===== src/rtl/stack_pkg.sv =====
// stack_pkg: opcode and FSM state types plus the capacity helper shared by
// the operand-stack controller and its bench.
package stack_pkg;

  typedef enum logic [2:0] {
    OP_NOP  = 3'd0,
    OP_PUSH = 3'd1,
    OP_POP  = 3'd2,
    OP_DUP  = 3'd3,
    OP_ADD  = 3'd4,
    OP_SUB  = 3'd5
  } op_e;

  typedef enum logic {
    ST_IDLE = 1'b0,
    ST_FILL = 1'b1
  } state_t;

  // Total entries the stack can hold: every RAM word plus the tos register.
  function automatic int unsigned stack_capacity(input int unsigned awidth);
    return (32'd1 << awidth) + 32'd1;
  endfunction

endpackage


===== src/rtl/stack_ram.sv =====
// stack_ram: single-port spill memory, synchronous write, registered read.
// A read and a write to the same address in one cycle return the old word.
module stack_ram #(
  parameter int DWIDTH = 16,
  parameter int AWIDTH = 4
) (
  input  logic              clk,
  input  logic              we,
  input  logic [AWIDTH-1:0] addr,
  input  logic [DWIDTH-1:0] wdata,
  output logic [DWIDTH-1:0] rdata
);

  logic [DWIDTH-1:0] mem [2**AWIDTH];

  // Write at the edge; read data is registered and valid the following cycle.
  always_ff @(posedge clk) begin
    if (we) begin
      mem[addr] <= wdata;
    end
    rdata <= mem[addr];
  end

endmodule


===== src/rtl/stack_ctrl.sv =====
// stack_ctrl: operand-stack sequencer. tos lives in a register, deeper
// entries spill into stack_ram. POP (depth >= 2), ADD and SUB take a second
// FILL cycle to pull the next entry back out of the RAM.
// Optional feature macro: STACK_CTRL_ARITH_EN builds ADD/SUB; without it
// opcodes 4 and 5 are rejected as illegal.
//
// Handshake: a command is taken on a rising edge where cmd_valid and
// cmd_ready are both high. cmd_ready is high only in IDLE. Every accepted
// command produces exactly one done pulse (with err for a rejection), unless
// rst aborts it. cmd_op/cmd_data only need to be stable while cmd_valid is
// high and cmd_ready is being waited on.
module stack_ctrl
  import stack_pkg::*;
#(
  parameter int DWIDTH = 16,
  parameter int AWIDTH = 4
) (
  input  logic              clk,
  input  logic              rst,
  input  logic              cmd_valid,
  output logic              cmd_ready,
  input  logic [2:0]        cmd_op,
  input  logic [DWIDTH-1:0] cmd_data,
  output logic [DWIDTH-1:0] tos,
  output logic [AWIDTH:0]   count,
  output logic              done,
  output logic              err,
  output logic              overflow,
  output logic              underflow,
  output state_t            dbg_state
);

  localparam int              CW  = AWIDTH + 1;
  localparam logic [AWIDTH:0] CAP = CW'(stack_capacity(AWIDTH));

  state_t            state;
  op_e               op;
  logic              accept;
  logic              is_push;
  logic [AWIDTH:0]   sp;
  logic [DWIDTH-1:0] push_val;
  logic              ram_we;
  logic [AWIDTH-1:0] ram_addr;
  logic [DWIDTH-1:0] ram_rdata;

`ifdef STACK_CTRL_ARITH_EN
  op_e               fill_op;
`endif

  assign op        = op_e'(cmd_op);
  assign accept    = cmd_valid && (state == ST_IDLE);
  assign is_push   = (op == OP_PUSH) || (op == OP_DUP);
  assign sp        = (count == '0) ? '0 : count - CW'(1);
  assign push_val  = (op == OP_DUP) ? tos : cmd_data;
  assign cmd_ready = (state == ST_IDLE);
  assign dbg_state = state;

  // Spill tos into the next free slot when a push lands on a non-empty,
  // non-full stack; otherwise keep the address on the entry below tos so a
  // FILL command has its read data one cycle later.
  assign ram_we   = accept && is_push && (count != '0) && (count != CAP);
  assign ram_addr = is_push ? AWIDTH'(sp) : AWIDTH'(sp - CW'(1));

  stack_ram #(
    .DWIDTH (DWIDTH),
    .AWIDTH (AWIDTH)
  ) u_ram (
    .clk   (clk),
    .we    (ram_we),
    .addr  (ram_addr),
    .wdata (tos),
    .rdata (ram_rdata)
  );

  // Command FSM: decode in IDLE, finish the read-modify-write in FILL.
  always_ff @(posedge clk) begin
    if (rst) begin
      state     <= ST_IDLE;
      tos       <= '0;
      count     <= '0;
      done      <= 1'b0;
      err       <= 1'b0;
      overflow  <= 1'b0;
      underflow <= 1'b0;
`ifdef STACK_CTRL_ARITH_EN
      fill_op   <= OP_NOP;
`endif
    end else begin
      done <= 1'b0;
      err  <= 1'b0;
      case (state)
        ST_IDLE: begin
          if (cmd_valid) begin
            case (op)
              OP_NOP: begin
                done <= 1'b1;
              end
              OP_PUSH, OP_DUP: begin
                done <= 1'b1;
                if ((op == OP_DUP) && (count == '0)) begin
                  err       <= 1'b1;
                  underflow <= 1'b1;
                end else if (count == CAP) begin
                  err      <= 1'b1;
                  overflow <= 1'b1;
                end else begin
                  tos   <= push_val;
                  count <= count + CW'(1);
                end
              end
              OP_POP: begin
                if (count == '0) begin
                  done      <= 1'b1;
                  err       <= 1'b1;
                  underflow <= 1'b1;
                end else if (count == CW'(1)) begin
                  done  <= 1'b1;
                  tos   <= '0;
                  count <= '0;
                end else begin
                  state <= ST_FILL;
`ifdef STACK_CTRL_ARITH_EN
                  fill_op <= op;
`endif
                end
              end
`ifdef STACK_CTRL_ARITH_EN
              OP_ADD, OP_SUB: begin
                if (count < CW'(2)) begin
                  done      <= 1'b1;
                  err       <= 1'b1;
                  underflow <= 1'b1;
                end else begin
                  state   <= ST_FILL;
                  fill_op <= op;
                end
              end
`endif
              default: begin
                done <= 1'b1;
                err  <= 1'b1;
              end
            endcase
          end
        end
        ST_FILL: begin
          state <= ST_IDLE;
          done  <= 1'b1;
          count <= count - CW'(1);
`ifdef STACK_CTRL_ARITH_EN
          case (fill_op)
            OP_ADD:  tos <= ram_rdata + tos;
            OP_SUB:  tos <= ram_rdata - tos;
            default: tos <= ram_rdata;
          endcase
`else
          tos <= ram_rdata;
`endif
        end
        default: begin
          state <= ST_IDLE;
        end
      endcase
    end
  end

endmodule


===== config.mk =====
export PLATFORM = sky130hd
export DESIGN_NAME = stack_ctrl
export DESIGN_NICKNAME = d
export VERILOG_FILES = /design/src/rtl/stack_pkg.sv /design/src/rtl/stack_ram.sv /design/src/rtl/stack_ctrl.sv
export SDC_FILE = /design/constraint.sdc
export NUM_CORES = 1
export LEC_CHECK = 0
export CAP_MARGIN = 20
export CORE_MARGIN = 2
export CORE_UTILIZATION = 49
export DETAILED_ROUTE_END_ITERATION = 7
export DONT_BUFFER_PORTS = 1
export MAX_ROUTING_LAYER = met4
export PLACE_DENSITY = 0.6
export SYNTH_ARGS = -nofsm -noshare
export SYNTH_HDL_FRONTEND = slang
export SYNTH_SLANG_ARGS = --single-unit

===== constraint.sdc =====
create_clock -name clk -period 4.9 [get_ports clk]
set_input_delay 1.225 -clock clk [delete_from_list [all_inputs] [get_ports clk]]
set_output_delay 1.225 -clock clk [all_outputs]
set_load 0.05 [all_outputs]

==> reports/qor.txt <==
hold_buf cts - 0
Starting Density - 49.8%
Placement Setup Slack - 0.896 ns
Arr. time, crit path - 4.41 ns
GRT Util Overall - 29.9%
post-CTS sizing - 0
skew final - 0.0141 ns
status - finished clean
Synth warnings - 0
number of synthesized register bits - 298
DRC viols - 0
post-route ant nets - 0
Seq/Total Area, Yosys - 57.7%
core area - 29600 sq um
largest net degree at the start of global routing - 73
placer congestion estimate - 0.883
RSZ-0062 raised after global routing - false
via count - 12100
Post-Syn Area - 14800 sq um
Filler cells - 2557
Hold WC Path Type - reg -> reg
final hold slack - 0.530 ns
final setup vio count - 0
H-tree levels - 2
Die Y - 178 um
WP data required - 5.26 ns
max_slew headroom - 27.1%
CP Max Fanout - 61
Startpoint Class - flip-flop
setup_tns - 0 ns
first-pass GRT wire length - 68.8 mm
io pins - 49
initial DRC count - 1544
die area - 31500 sq um
WL final - 45.8 mm
worst slew pin tran - 1.09 ns
asr flop ratio synth - 0%
maximum clock insertion buffer count - 3
number of flops mapped to enable cells by yosys - 256
Core Util, Final - 55.2%
setup ws final - 0.848 ns
final period utilization - 82.7%
Die W - 178 um
Max Cap Viol - 0
Ant. Diodes - 0
prevailing post-synth register cell - edfxtp_1
Leak Pwr - 5.43 nW
port bufs - 0
endpoint class of the critical path - flip-flop
critical path type - reg -> reg
Worst VDD drop - 0.197 mV
Worst-path clk slew - 0.06 ns
endpoints failing hold - 0
Sink Count - 298
CTS tree - built
share of cells above drive strength 1 - 10.3%
clock root buffer - clkbuf_16
gr ovfl total - 0
Post-CTS Setup Bufs - 0
Synthesized Nets - 1456
drt via density - 6.67
row cnt - 63
vias in the first global route - 11300
Syn Area/Cell - 10.3 sq um
Final nets - 1420
f_max - 247 MHz
Power Density - 370 nW/um^2
1st-pass router iterations - 5
Clock Latency Late Sink - 0.52 ns
min cycle time layout - 4.05 ns
wire length per cell - 25.3 um
initial antenna violation count - 0
Area Overhead vs Synth - 10.7%
Distinct cells, synth - 59
CTS buffer count - 35
Mapped Cells - 1430
count of final max-slew check failures - 0
post-DP HPWL - 26.4 mm
[cells in the final DEF (no fill, tap or decap), drive strengths merged, types with 3 or more instances in the layout]
cell / Yosys / routed
xnor2: 3 / 3
bufinv: 0 / 3
nor2: 154 / 154
a211o: 15 / 15
o21ai: 39 / 39
nor2b: 7 / 7
nor3: 98 / 98
nor4: 16 / 16
a22oi: 3 / 3
a22o: 17 / 17
edfxtp: 256 / 256
or2: 3 / 3
o22a: 15 / 15
inv: 52 / 51
and3: 19 / 19
ha: 4 / 4
a21oi: 107 / 107
mux2i: 21 / 21
a311oi: 14 / 14
a31oi: 46 / 46
clkinv: 0 / 14
buf: 64 / 62
nand3: 40 / 40
o221ai: 29 / 29
clkbuf: 71 / 44
a211oi: 47 / 47
a221oi: 4 / 4
o22ai: 113 / 113
dfxtp: 42 / 42
nand2: 100 / 100
[cell type report]
class	count	area (sq um)	area share, %
timing repair buffer	62	478	2.92
inverter	52	196	1.20
clock buffer	44	962	5.89
sequential	298	8530	52.2
tap	390	488	2.98
clock inverter	16	149	0.911
multi-input combinational	945	5540	33.9
[logic make-up (layout without fill, tap and decap cells)]
family | after synthesis | after routing | synth area share (%)
AO/OA/AOI/OAI | 464 | 464 | 20.8
multiplexers | 24 | 24 | 1.73
buffers and inverters | 187 | 174 | 5.23
adder cells (fa/ha/maj) | 4 | 4 | 0.339
flip-flops | 298 | 298 | 57.7
XOR/XNOR | 3 | 3 | 0.305
AND/OR/NAND/NOR | 450 | 450 | 13.9
[cell usage after synthesis, types with 16 or more instances]
master / count / area [sq um]
nand2_1: 100 / 375
a211oi_1: 47 / 353
nor2_1: 152 / 571
inv_1: 52 / 195
a31oi_1: 46 / 288
o21ai_0: 38 / 190
mux2i_1: 21 / 210
clkbuf_1: 71 / 267
a21oi_1: 107 / 536
buf_1: 19 / 71.3
o22ai_1: 113 / 707
nor4_1: 16 / 100
dfxtp_1: 42 / 841
and3_1: 19 / 119
nand3_1: 40 / 200
edfxtp_1: 256 / 7690
a22o_1: 17 / 149
o221ai_1: 29 / 254
buf_2: 41 / 205
nor3_1: 98 / 490
[critical path, stage by stage (launching register included)]
cell and delay [ns]:
dfxtp_1 0.69, inv_1 0.29, ha_4 0.71, nand2b_1 0.18, buf_4 0.41, o21ai_4 0.09
buf_4 0.38, o22ai_1 0.22, a211oi_1 0.07, a311oi_1 0.66, nand3_1 0.13
[path summary, 6_finish.rpt]
check                     startpoint                      to  slack, ns  cells past startpoint
max reg2reg    count[1]$_SDFFE_PP0P_  u_ram.rdata[4]$_DFF_P_       0.85                     10
max            count[1]$_SDFFE_PP0P_  u_ram.rdata[4]$_DFF_P_       0.85                     10
min          u_ram.rdata[14]$_DFF_P_    tos[14]$_SDFFE_PP0P_       0.53                      2
min reg2reg  u_ram.rdata[14]$_DFF_P_    tos[14]$_SDFFE_PP0P_       0.53                      2
[state kept, by name (all words and copies together) (netlist names), 5 cells and up]
signal,cells
u_ram.mem,256
count,5
tos,16
u_ram.rdata,16
[power by group]
part	leakage (nW)	total, W	switching (W)	internal (W)
sequential	2.60	0.00283	0.0000368	0.00280
clock	0.552	0.00254	0.00100	0.00154
combinational	2.28	0.000678	0.000482	0.000196
[per-layer routing]
layer	wire (um)	vias up	global-route usage [%]
met2	20400	615	43.9
met1	19000	5882	40.6
li1	-	5428	-
met4	2130	0	13.7
met5	0	-	-
met3	4240	135	4.99
[per-stage QoR]
| step | cell area, sq um | cells | total power (W) |
|---|---|---|---|
| global route | 16300 | 1807 | 0.00624 |
| detailed placement | 15200 | 1747 | 0.00355 |
| floorplan | 14800 | 1430 | 0.00334 |
| global placement | 15200 | 1746 | 0.00354 |
| finish | 16300 | 1807 | 0.00605 |
| CTS | 16300 | 1807 | 0.00608 |
Note: power is estimated with default switching activity, not from simulation.
